<file path="config.mk">
export PLATFORM = sky130hd
export DESIGN_NAME = uart_rx_deframer_flat
export DESIGN_NICKNAME = d
export VERILOG_FILES = /design/src/rtl/uart_rx_deframer_if.sv /design/src/rtl/uart_rx_deframer.sv /design/src/flat_wrapper.sv
export SDC_FILE = /design/constraint.sdc
export NUM_CORES = 1
export LEC_CHECK = 0
export ABC_AREA = 0
export BUFFER_PORTS_ARGS = -buffer_cell sky130_fd_sc_hd__buf_2
export CAP_MARGIN = 20
export CORE_ASPECT_RATIO = 0.9
export CORE_MARGIN = 3
export CORE_UTILIZATION = 51
export DETAILED_ROUTE_END_ITERATION = 8
export MAX_ROUTING_LAYER = met4
export PLACE_DENSITY = 0.68
export SETUP_SLACK_MARGIN = 0.1
export SLEW_MARGIN = 10
export SYNTH_ARGS = -nofsm -noshare
export SYNTH_HDL_FRONTEND = slang
export SYNTH_SLANG_ARGS = --single-unit
</file>
<file path="constraint.sdc">
create_clock -name clk -period 2.5 [get_ports clk]
set_input_delay 0.5 -clock clk [delete_from_list [all_inputs] [get_ports clk]]
set_output_delay 0.5 -clock clk [all_outputs]
set_load 0.02 [all_outputs]
</file>
<file path="src/rtl/uart_rx_deframer_if.sv">
// Byte handshake between the UART receive deframer and its consumer.
// The producer drives the head entry and valid; the consumer drives ready.
interface uart_rx_deframer_if;
  logic [7:0] rx_byte;
  logic       rx_parity_err;
  logic       rx_frame_err;
  logic       rx_valid;
  logic       rx_ready;

  modport master (
    output rx_byte, rx_parity_err, rx_frame_err, rx_valid,
    input  rx_ready
  );

  modport slave (
    input  rx_byte, rx_parity_err, rx_frame_err, rx_valid,
    output rx_ready
  );
endinterface

</file>
<file path="src/rtl/uart_rx_deframer.sv">
// UART receive deframer: 8E1 frames sampled at bit centre, parity/stop checks,
// FWFT FIFO of {frame_err, parity_err, byte} with a sticky overrun flag.
module uart_rx_deframer #(
  parameter int CLKS_PER_BIT = 1,
  parameter int DEPTH        = 4
) (
  input  logic                    clk,
  input  logic                    rst,
  input  logic                    rx_serial,
  uart_rx_deframer_if.master      rx_bus,
  output logic                    overrun,
  input  logic                    overrun_clr,
  output logic [$clog2(DEPTH):0]  fifo_count
);

  localparam int CW   = $clog2(CLKS_PER_BIT) + 1;
  localparam int AW   = $clog2(DEPTH);
  localparam int HALF = (CLKS_PER_BIT - 1) / 2;
  localparam logic [CW-1:0] RELOAD  = CW'(CLKS_PER_BIT - 1);
  localparam logic [CW-1:0] HALF_M1 = (HALF > 0) ? CW'(HALF - 1) : '0;

  typedef enum logic [2:0] {
    IDLE,
    START,
    DATA,
    PARITY,
    STOP,
    BRK
  } state_t;

  state_t        state, state_n;
  logic [CW-1:0] cnt, cnt_n;
  logic [2:0]    idx, idx_n;
  logic [7:0]    shreg, shreg_n;
  logic          perr, perr_n;
  logic          push;
  logic          ferr;

  always_ff @(posedge clk) begin
    if (rst) begin
      state <= IDLE;
      cnt   <= '0;
      idx   <= '0;
      shreg <= '0;
      perr  <= 1'b0;
    end else begin
      state <= state_n;
      cnt   <= cnt_n;
      idx   <= idx_n;
      shreg <= shreg_n;
      perr  <= perr_n;
    end
  end

  always_comb begin
    state_n = state;
    cnt_n   = cnt;
    idx_n   = idx;
    shreg_n = shreg;
    perr_n  = perr;
    push    = 1'b0;
    ferr    = 1'b0;
    case (state)
      IDLE: begin
        if (!rx_serial) begin
          // At one or two clocks per bit there is no room to recheck the start bit
          if (HALF == 0) begin
            state_n = DATA;
            cnt_n   = RELOAD;
            idx_n   = '0;
          end else begin
            state_n = START;
            cnt_n   = HALF_M1;
          end
        end
      end
      START: begin
        if (cnt != '0) begin
          cnt_n = cnt - 1'b1;
        end else if (rx_serial) begin
          state_n = IDLE;
        end else begin
          state_n = DATA;
          cnt_n   = RELOAD;
          idx_n   = '0;
        end
      end
      DATA: begin
        if (cnt != '0) begin
          cnt_n = cnt - 1'b1;
        end else begin
          shreg_n[idx] = rx_serial;
          cnt_n        = RELOAD;
          idx_n        = idx + 1'b1;
          if (idx == 3'd7) state_n = PARITY;
        end
      end
      PARITY: begin
        if (cnt != '0) begin
          cnt_n = cnt - 1'b1;
        end else begin
          perr_n  = (^shreg) ^ rx_serial;
          cnt_n   = RELOAD;
          state_n = STOP;
        end
      end
      STOP: begin
        if (cnt != '0) begin
          cnt_n = cnt - 1'b1;
        end else begin
          ferr    = ~rx_serial;
          push    = 1'b1;
          state_n = ferr ? BRK : IDLE;
        end
      end
      BRK: begin
        if (rx_serial) state_n = IDLE;
      end
      default: state_n = IDLE;
    endcase
  end

  logic [9:0]    mem [DEPTH];
  logic [AW-1:0] wr_ptr, rd_ptr;
  logic [AW:0]   count;
  logic          valid, full, pop, wr_en, drop;
  logic [9:0]    head;

  assign valid = (count != '0);
  assign full  = (count == (AW+1)'(DEPTH));
  assign pop   = valid & rx_bus.rx_ready;
  // A full FIFO still accepts a frame when the head leaves in the same cycle
  assign wr_en = push & (~full | pop);
  assign drop  = push & full & ~pop;

  always_ff @(posedge clk) begin
    if (wr_en) mem[wr_ptr] <= {ferr, perr, shreg};
  end

  always_ff @(posedge clk) begin
    if (rst) begin
      wr_ptr  <= '0;
      rd_ptr  <= '0;
      count   <= '0;
      overrun <= 1'b0;
    end else begin
      if (wr_en) wr_ptr <= wr_ptr + 1'b1;
      if (pop)   rd_ptr <= rd_ptr + 1'b1;
      case ({wr_en, pop})
        2'b10:   count <= count + 1'b1;
        2'b01:   count <= count - 1'b1;
        default: count <= count;
      endcase
      if (drop)             overrun <= 1'b1;
      else if (overrun_clr) overrun <= 1'b0;
    end
  end

  assign head                 = mem[rd_ptr];
  assign rx_bus.rx_valid      = valid;
  assign rx_bus.rx_byte       = valid ? head[7:0] : '0;
  assign rx_bus.rx_parity_err = valid & head[8];
  assign rx_bus.rx_frame_err  = valid & head[9];
  assign fifo_count           = count;

endmodule

</file>
<file path="src/flat_wrapper.sv">
// flat-port wrapper written by rule: the top's interface ports become plain ports
module uart_rx_deframer_flat 
#(
  parameter int CLKS_PER_BIT = 1,
  parameter int DEPTH        = 4
)
  (clk, rst, rx_serial, overrun, overrun_clr, fifo_count, rx_bus_rx_byte, rx_bus_rx_parity_err, rx_bus_rx_frame_err, rx_bus_rx_valid, rx_bus_rx_ready);
  uart_rx_deframer_if rx_bus_i ();
  input  logic clk;
  input  logic rst;
  input  logic rx_serial;
  output logic overrun;
  input  logic overrun_clr;
  output logic [$clog2(DEPTH):0] fifo_count;
  output wire logic [$bits(rx_bus_i.rx_byte)-1:0] rx_bus_rx_byte;
  output wire logic [$bits(rx_bus_i.rx_parity_err)-1:0] rx_bus_rx_parity_err;
  output wire logic [$bits(rx_bus_i.rx_frame_err)-1:0] rx_bus_rx_frame_err;
  output wire logic [$bits(rx_bus_i.rx_valid)-1:0] rx_bus_rx_valid;
  input wire logic [$bits(rx_bus_i.rx_ready)-1:0] rx_bus_rx_ready;
  assign rx_bus_rx_byte = rx_bus_i.rx_byte;
  assign rx_bus_rx_parity_err = rx_bus_i.rx_parity_err;
  assign rx_bus_rx_frame_err = rx_bus_i.rx_frame_err;
  assign rx_bus_rx_valid = rx_bus_i.rx_valid;
  assign rx_bus_i.rx_ready = rx_bus_rx_ready;
  uart_rx_deframer #(.CLKS_PER_BIT(CLKS_PER_BIT), .DEPTH(DEPTH)) u_core (.clk(clk), .rst(rst), .rx_serial(rx_serial), .rx_bus(rx_bus_i), .overrun(overrun), .overrun_clr(overrun_clr), .fifo_count(fifo_count));
endmodule
</file>
==> results of run 1 <==
==> sequential cells by signal, indices dropped and copies added (netlist names), named ones only <==
register	flops
u_core.mem	40
u_core.shreg	8
u_core.fifo_count	3
u_core.idx	3
u_core.state	3
u_core.rd_ptr	2
u_core.wr_ptr	2
u_core.overrun	1
u_core.perr	1
==> worst max-delay path: stages, from the launching register on <==
cell and delay (ns):
dfxtp_1 0.31, buf_4 0.23, mux4_2 0.53, and2_1 0.16, buf_2 0.15
==> stage by stage <==
step	area (um2)	hold slack [ns]	total power [mW]	setup slack, ns
finish	3063	0.4741	2.809	0.2818
CTS	3063	0.4658	2.833	0.2524
global route	3063	0.4915	2.941	0.1632
global placement	2888	0.5056	1.992	0.4491
detailed placement	2888	0.5250	2.018	0.3069
floorplan	2729	0.4597	1.783	0.5599
==> logic make-up after synthesis <==
kind of cell | count (synthesis)
mux | 13
simple gates | 73
compound gates | 21
fa+ha+maj | 7
flops | 65
xor+xnor | 9
buf+inv | 16
==> final timing paths <==
path / endpoint / depth (start not counted) / slack [ns]
worst min register to register: u_core.mem[2][8] / 0 / 0.54
worst min-delay path: u_core.overrun / 3 / 0.47
worst max register to register: u_core.mem[0][5] / 3 / 0.33
worst max-delay path: rx_bus_rx_byte[0] / 4 / 0.28
==> power by group through the flow <==
stage	sequential, mW	clock [mW]	combinational [mW]
after floorplan	1.26	0	0.528
after global placement	1.24	0	0.754
after detailed placement	1.24	0	0.776
after CTS	1.22	0.837	0.777
after global routing	1.23	0.882	0.830
final	1.22	0.819	0.766
==> cells in the final DEF (no fill, tap or decap), types with 2 or more instances in the layout <==
cell type	instances
nor3_1	3
buf_2	19
clkinv_1	2
nor2b_1	3
a22oi_1	2
inv_1	8
clkinv_2	2
ha_1	6
a21oi_1	11
dfxtp_1	25
edfxtp_1	40
o21ai_0	4
nand2_1	15
mux4_2	10
nand3_1	10
nand3b_1	2
or3_1	2
xor2_1	3
mux2i_1	3
and2_1	14
buf_4	2
clkbuf_8	9
xnor2_1	5
nor2_1	15
==> final cells by class <==
type                            instances  area [um2]  area share (%)
Clock buffer                           10       127.6           4.167
Multi-Input combinational cell        123       964.7           31.50
Timing Repair Buffer                   21       110.1           3.595
Inverter                                8       30.03          0.9804
Clock inverter                          5       47.55           1.552
Sequential cell                        65        1702           55.56
Tap cell                               65       81.33           2.655
==> metal layers <==
metal  GRT usage, %  share of wire [%]  wire (um)
met1          20.06                 42       2093
met2          31.94                 51       2536
met3          4.432                4.8        239
met4          8.167                1.8         87
met5              -                  0          0
==> impl_metrics.yaml, run 1 <==
synth:
  mapped_area_um2: 2729
  avgSynthCellArea_um2: 13.38
  yosysWarnings: 0
  syn-num-nets: 216
  synth.top_cell.area_share_pct: 44.02
  synth_instances: 204
  post_synth_edffs: 40
  postSynth.asyncResetShare_pct: 0
  ys_seq_area_share_pct: 62.36
  synth_top_cells_by_count: "edfxtp_1 (40), dfxtp_1 (25), nand2_1 (15), nor2_1 (15), and2_1 (14)"
  synth-simple-area-share_pct: 14.49
  synthMuxAreaShare_pct: 9.354
  synth_cell_type_count: 37
  post_synth_xor_area_fraction_pct: 3.393
  synth.top_cells.by_area: "edfxtp_1 (44%), dfxtp_1 (18%), mux4_2 (8.3%), and2_1 (3.2%), ha_1 (2.8%)"
  synth_adder_area_share_pct: 3.485
  top_count_cell_post_synth: "edfxtp_1"
  ys_seq_elements: 65
  synth-compound-area-share_pct: 4.631
  dominant_combinational_cell_family_by_area_after_synthesis: "simple AND/OR/NAND/NOR gates"
  ys.flop_type: "edfxtp_1"
  synth_area_leader_cell: "edfxtp_1"
timing:
  report.final.setup_viol: 0
  setup_repair_after_global_routing_missed_its_margin: "no"
  final.setup_skew_ns: 0.008831
  fmax_ghz: 0.4508
  relSlewSlack_pct: 50.64
  layout_worst_path_cycle_share_pct: 88.73
  finalMaxSlewViolations: 0
  report.final.hold_viol_count: 0
  worst-slew-pin-transition_ns: 0.7384
  period_needed_ns: 2.218
  timing.setup.tns_ns: 0
cts:
  worst_setup_hold_path_clk_slew_ns: 0.07
  cts.path.max_buffers: 2
  worst_skew_pair.late_latency_ns: 0.34
  cts-root-buf: "clkbuf_8"
  cts-htree-levels: 3
  clock-sinks: 65
  postCtsSetupRepairBufs: 0
  cts_inserted_buffers: 9
  ctsResizeCount: 0
  tritoncts: "built"
  postCtsHoldBufs: 0
floorplanning:
  boundaryPins: 20
  floorplan.initialDensity_pct: 54.42
  core_outline_area_um2: 5015
  fp-row-count: 24
  die-area_um2: 6266
  chipHeight_um: 75.40
  die_width_um: 83.11
worst_setup_path:
  start_kind: "flop"
  timing_worst_setup_path_type: "reg -> out"
  required_ns: 2.00
  setup.worst_path.end_class: "output port"
  worstPathArrival_ns: 1.72
  highest_fanout_seen_on_the_critical_path: 10
  rr_startpoint: "u_core.state[2]"
run:
  maxCapViolations: 0
global_route:
  grt_start_max_net_pins: 24
  grt_first_pass_wirelength_um: 8169
  via_count_of_the_first_global_routing_pass: 1679
  global_route.usage.total_pct: 18.15
  grt.overflow.total: 0
  antenna_found_initial: 0
final_layout:
  postLayoutCoreUtil_pct: 61.08
  fill_cells: 388
  finalNetCount: 240
  antenna_cells_inserted: 0
  drive_gt1_share_pct: 21.55
  final_cells: 297
  area.growth.synth_to_final_pct: 12.24
drt:
  routed_wirelength_um: 4957
  via_per_inst: 5.579
  post_drt_wl_per_cell_um: 16.69
  drt_drc_violations_left: 0
  num_vias: 1657
  drt_first_pass_iters: 4
  dr.first_iter.drc_count: 106
  remaining_antenna_violation_count: 0
place:
  placed_cells: 282
  count_of_input_and_output_buffers: 19
  gpl.final_weighted_congestion: 0.7346
  post_detail_place_hpwl_um: 3455
power:
  power_leakage_nw: 1.124
  power_density_nw_per_um2: 917.0
  p_seq_share_pct: 43.5
  cell_internal_pwr_mw: 1.925
  comb_power_share_pct: 27.3
  share_clk_of_total_power_pct: 29.2
  ir_drop_mv: 0.4209
  p_sw_share_pct: 31.46
  power.switching_mw: 0.8835
worst_hold_path:
  hp-start: "overrun_clr"
  hold_path.class: "in -> reg"
run_status:
  run_status: "finished, final reports clean"
(Power assumes the default switching activity.)
==> inputs of run 2 (changes only) <==
- CTS_BUF_LIST: not set -> sky130_fd_sc_hd__clkbuf_16
==> run 2 against run 1 <==
Total power increased by 12%. First-iteration DRC count increased by 5.7%. Clock-buffer cell count shrank 1. Core utilization rose by 2.0 points. Fmax increased by 0.97%. Global-route usage increased by 0.47 points. Routed wire length rose by 1.4%. Sequential share of layout area fell by 1.8 points. Register-to-register slack is essentially flat. Worst setup slack better by 0.021 ns. Largest cell class unchanged. Highest routed layer unchanged.
==> impl_metrics.yaml, run 2 (synthesis results as in run 1) <==
run_status:
  run_status: "finished, final reports clean"
cts:
  cts.path.max_buffers: 2
  ctsResizeCount: 0
  cts-htree-levels: 3
  worst_skew_pair.late_latency_ns: 0.32
  postCtsSetupRepairBufs: 0
  worst_setup_hold_path_clk_slew_ns: 0.05
  clock-sinks: 65
  cts_inserted_buffers: 9
  tritoncts: "built"
  postCtsHoldBufs: 0
  cts-root-buf: "clkbuf_16"
timing:
  relSlewSlack_pct: 52.38
  period_needed_ns: 2.197
  setup_repair_after_global_routing_missed_its_margin: "no"
  final.setup_skew_ns: 0.006121
  fmax_ghz: 0.4552
  layout_worst_path_cycle_share_pct: 87.87
  timing.setup.tns_ns: 0
  worst-slew-pin-transition_ns: 0.7124
  report.final.setup_viol: 0
  finalMaxSlewViolations: 0
  report.final.hold_viol_count: 0
worst_setup_path:
  critPathBufInv: 2
  slowest_delay_ns: 0.53
  worstPathArrival_ns: 1.70
  required_ns: 2.00
  timing_worst_setup_path_type: "reg -> out"
  highest_fanout_seen_on_the_critical_path: 10
  crit_path_cell_trace: "buf_4 -> mux4_2 -> and2_1 -> buf_2"
  stages_on_worst_setup_path: 4
  r2r.worst_path.cells: 3
  start_kind: "flop"
  crit_family: "multiplexers"
  setup.worst_path.end_class: "output port"
  crit_path_top_delay_cell: "mux4_2"
power:
  power_leakage_nw: 1.174
  finalPower_mw: 3.145
  ir_drop_mv: 0.5902
  power_density_nw_per_um2: 994.0
final_layout:
  post-route-cell-area_um2: 3164
  drive_gt1_share_pct: 21.55
  antenna_cells_inserted: 0
  layout.cells.most_common: "edfxtp_1"
  finalNetCount: 240
  most_used_cells_in_the_layout_excluding_fill_and_tap_cells: "edfxtp_1 (40), dfxtp_1 (25), buf_2 (19), nor2_1 (15), nand2_1 (15)"
  fill_cells: 372
  registers.top_by_ff_count: "u_core.mem"
  area.growth.synth_to_final_pct: 15.96
  top_registers: "u_core.mem (40), u_core.shreg (8)"
  max_ffs_per_register: 40
  postLayoutCoreUtil_pct: 63.10
global_route:
  global_route.usage.total_pct: 18.61
  grt.overflow.total: 0
  antenna_found_initial: 0
  via_count_of_the_first_global_routing_pass: 1663
  grt_start_max_net_pins: 24
  grt_first_pass_wirelength_um: 8280
place:
  count_of_input_and_output_buffers: 19
  gpl.final_weighted_congestion: 0.7346
  post_detail_place_hpwl_um: 3455
  dpl-instance-area_um2: 2888
drt:
  met3_wirelength_um: 178
  drt_drc_violations_left: 0
  dr.first_iter.drc_count: 112
  route.top_layer_used: "met4"
  num_vias: 1643
  routed_wirelength_um: 5025
  post_drt_wl_per_cell_um: 16.92
  drt_first_pass_iters: 4
  via_per_inst: 5.532
  drt-met1-wl_um: 2124
  remaining_antenna_violation_count: 0
  detailroute.wirelength.met2_um: 2665
worst_hold_path:
  hold_path.class: "in -> reg"
  hold-path-cell-count: 3
floorplanning:
  chipHeight_um: 75.40
  floorplan.initialDensity_pct: 54.42
  core_outline_area_um2: 5015
  boundaryPins: 20
  fp-row-count: 24
  die-area_um2: 6266
  die_width_um: 83.11
run:
  maxCapViolations: 0
## run 2: changes by cell type in the layout (fill, tap and decap cells not counted), sizes merged
cell	previous run	this run
clkbuf	10	9
inv	8	9
## run 2: metal layers
metal	up-vias	track usage [%]
met1	811	20.19
met5	-	-
met3	7	5.405
li1	791	-
met2	34	32.92
met4	0	7.623
## run 2: worst paths after layout
| kind | endpoint | from | slack, ns |
|---|---|---|---|
| hold / removal | u_core.overrun | overrun_clr | 0.50 |
| hold reg to reg | u_core.rd_ptr[1] | u_core.rd_ptr[1] | 0.53 |
| setup / recovery | rx_bus_rx_byte[0] | flop | 0.30 |
| setup reg to reg | u_core.mem[0][4] | u_core.state[2] | 0.33 |
## run 2: layout make-up
class | instances | area [um2] | area share, %
clock inverters | 6 | 51.30 | 1.621
multi-input cells | 123 | 964.7 | 30.49
clock buffers | 9 | 225.2 | 7.117
well taps | 65 | 81.33 | 2.570
flip-flops and latches | 65 | 1702 | 53.78
inverters | 8 | 30.03 | 0.9490
repair buffers | 21 | 110.1 | 3.480
## run 2: worst min-delay path, delay by kind of cell
family,cells,cell delay [ns]
buffers and inverters,1,0.08
AO/OA/AOI/OAI,1,0.15
AND/OR/NAND/NOR,1,0.04
## run 2: report_power, final
| group | switching (mW) | internal [mW] |
|---|---|---|
| clock network | 0.407 | 0.750 |
| logic | 0.454 | 0.312 |
| registers | 0.0524 | 1.17 |
## run 2: metrics by stage
stage                     setup slack (ns)  hold slack, ns  std cells
after global routing                0.1944          0.5044        297
after CTS                           0.2727          0.4887        297
final                               0.3032          0.5012        297
after detailed placement            0.3069          0.5250        282
after global placement              0.4491          0.5056        282
after floorplan                     0.5599          0.4597        204
==> inputs of run 3 (changes only) <==
- ABC_AREA: 0 -> 1
==> run 3 against run 2 <==
Final cell count rose by 41%. Routed wire length is 13% higher. Fmax grew 0.66%. Clock skew is 0.0033 ns higher. Register-to-register slack better by 0.31 ns. Critical endpoint is now rx_bus_rx_byte[5]. Clock power shrank 9%.
==> impl_metrics.yaml, run 3 <==
final_layout:
  area.growth.synth_to_final_pct: 15.49
  finalNetCount: 358
  fill_cells: 444
  registers.top_by_ff_count: "u_core.mem"
  layout.cells.most_common: "nor2_1"
  drive_gt1_share_pct: 16.24
  top_registers: "u_core.mem (40), u_core.shreg (8)"
  most_used_cells_in_the_layout_excluding_fill_and_tap_cells: "nor2_1 (53), nand2_1 (43), edfxtp_1 (40), inv_1 (34), a21oi_1 (30)"
  multi_input_comb_area_um2: 1026
  register_area_um2: 1704
  max_ffs_per_register: 40
  postLayoutCoreUtil_pct: 62.40
  antenna_cells_inserted: 0
run:
  maxCapViolations: 0
drt:
  remaining_antenna_violation_count: 0
  drt_first_pass_iters: 4
  dr.first_iter.drc_count: 112
  drt_drc_violations_left: 0
  num_vias: 2102
  post_drt_wl_per_cell_um: 13.59
  routed_wirelength_um: 5681
  via_per_inst: 5.029
synth:
  synth.top_cell.area_share_pct: 41.08
  mapped_area_um2: 2924
  top_count_cell_post_synth: "nor2_1"
  dominant_combinational_cell_family_by_area_after_synthesis: "simple AND/OR/NAND/NOR gates"
  yosysWarnings: 0
  synth_area_leader_cell: "edfxtp_1"
  synth_top_cells_by_count: "nor2_1 (53), nand2_1 (43), edfxtp_1 (40)"
  postSynth.asyncResetShare_pct: 0
  synth-simple-area-share_pct: 19.30
  ys.flop_type: "edfxtp_1"
  synthMuxAreaShare_pct: 0
  ys_seq_area_share_pct: 58.19
  synth_cell_type_count: 28
  synth.top_cells.by_area: "edfxtp_1 (41%), dfxtp_1 (17%), nor2_1 (6.8%), nand2_1 (5.5%), a21oi_1 (5.1%)"
  syn-num-nets: 330
  ys_seq_elements: 65
  post_synth_edffs: 40
  avgSynthCellArea_um2: 9.195
  synth_instances: 318
  post_synth_xor_area_fraction_pct: 0.5991
  synth-compound-area-share_pct: 11.94
  synth_adder_area_share_pct: 3.252
global_route:
  via_count_of_the_first_global_routing_pass: 1932
  top_usage_layer: "met2"
  grt.met2_usage_pct: 28.80
  grt.met1_usage_pct: 24.74
  global_route.usage.total_pct: 19.29
  grt.overflow.total: 0
  grt_start_max_net_pins: 21
  antenna_found_initial: 0
  grt_first_pass_wirelength_um: 9411
  global_route.usage.met3_pct: 5.732
timing:
  timing.setup.tns_ns: 0
  worst-slew-pin-transition_ns: 0.4380
  hold_slack_ns: 0.4284
  fmax_ghz: 0.4582
  relSlewSlack_pct: 70.49
  report.final.setup_viol: 0
  period_needed_ns: 2.182
  finalMaxSlewViolations: 0
  report.final.hold_viol_count: 0
  setup_repair_after_global_routing_missed_its_margin: "no"
  final.setup_skew_ns: 0.009416
  layout_worst_path_cycle_share_pct: 87.30
worst_setup_path:
  worst-r2r-setup-slack_ns: 0.64
  setup.worst_path.end_class: "output port"
  r2r.worst_path.cells: 9
  highest_fanout_seen_on_the_critical_path: 13
  required_ns: 2.00
  timing_worst_setup_path_type: "reg -> out"
  regToRegEndpoint: "u_core.fifo_count[2]"
  worstPathArrival_ns: 1.68
  start_kind: "flop"
  rr_startpoint: "u_core.fifo_count[0]"
cts:
  cts_inserted_buffers: 9
  cts-htree-levels: 3
  tritoncts: "built"
  worst_skew_pair.late_latency_ns: 0.32
  postCtsSetupRepairBufs: 0
  cts.path.max_buffers: 2
  worst_setup_hold_path_clk_slew_ns: 0.05
  clock-sinks: 65
  cts-root-buf: "clkbuf_16"
floorplanning:
  die_width_um: 85.82
  chipHeight_um: 77.84
  core_outline_area_um2: 5411
  die-area_um2: 6679
  fp-row-count: 25
  boundaryPins: 20
  floorplan.initialDensity_pct: 54.03
power:
  power_density_nw_per_um2: 980.9
  power_leakage_nw: 1.357
  finalPower_mw: 3.312
  ir_drop_mv: 0.6220
place:
  count_of_input_and_output_buffers: 19
  post_detail_place_hpwl_um: 3786
  gpl.final_weighted_congestion: 0.7934
worst_hold_path:
  hold_path.class: "in -> reg"
  hold-path-cell-count: 4
  hp-start: "overrun_clr"
  timing.hold.worst_endpoint: "u_core.overrun"
run_status:
  run_status: "finished, final reports clean"
==> run 3: cell types whose count changed after synthesis, moves of 14 or more <==
cell | before | now
and2_1 | 14 | 0
inv_1 | 8 | 32
o21ai_0 | 4 | 27
nand2_1 | 15 | 43
nor2_1 | 15 | 53
a21oi_1 | 11 | 30
==> run 3: repair_timing <==
action,CTS,global route
gates resized for setup,1,4
gates cloned,0,1
setup endpoints to repair,7,4
hold buffers,0,0
==> run 3: worst max-delay path, cell delays in order (launching register included) <==
cell	delay, ns
dfxtp_2	0.50
buf_4	0.26
nor2_1	0.07
nor2_1	0.08
o21ai_0	0.10
a21oi_1	0.16
buf_2	0.19
==> run 3: routing by layer <==
| layer | up-vias | wire length [um] |
|---|---|---|
| met3 | 5 | 176 |
| li1 | 1114 | - |
| met1 | 958 | 2759 |
| met4 | 0 | 58 |
| met2 | 25 | 2686 |
| met5 | - | 0 |
==> run 3: per-stage QoR <==
| step | cell area, um2 | instances | worst slack (ns) |
|---|---|---|---|
| CTS | 3363 | 417 | 0.1957 |
| global route | 3377 | 418 | 0.1700 |
| detailed placement | 3105 | 401 | 0.4148 |
| global placement | 3105 | 401 | 0.4847 |
| floorplan | 2924 | 318 | 0.5110 |
| finish | 3377 | 418 | 0.3176 |
==> run 3: worst max-delay path by stage <==
stage / slack (ns) / to
CTS: 0.20 / rx_bus_rx_byte[1]
global placement: 0.48 / rx_bus_rx_parity_err
global route: 0.17 / rx_bus_rx_parity_err
floorplan: 0.51 / u_core.fifo_count[2]
detailed placement: 0.41 / rx_bus_rx_parity_err
finish: 0.32 / rx_bus_rx_byte[5]
==> run 3: final cells by class <==
| type | instances | area share, % |
|---|---|---|
| clock buffer | 9 | 6.669 |
| multi-input combinational | 203 | 30.38 |
| sequential | 65 | 50.46 |
| tap | 67 | 2.482 |
| inverter | 41 | 4.705 |
| timing repair buffer | 25 | 4.150 |
| clock inverter | 7 | 0.9263 |
| timing repair inverter | 1 | 0.2223 |
==> run 3: cell families (layout without fill, tap and decap cells) <==
group | Yosys count | count (layout)
compound gates | 68 | 68
buf+inv | 50 | 83
xor+xnor | 2 | 2
flops | 65 | 65
simple gates | 126 | 126
fa+ha+maj | 7 | 7
==> run 3: where the power goes <==
group	leakage (nW)	switching [mW]	internal [mW]
Clock	0.134	0.406	0.648
Sequential	0.574	0.0820	1.19
Combinational	0.649	0.681	0.309
Total	1.36	1.17	2.14
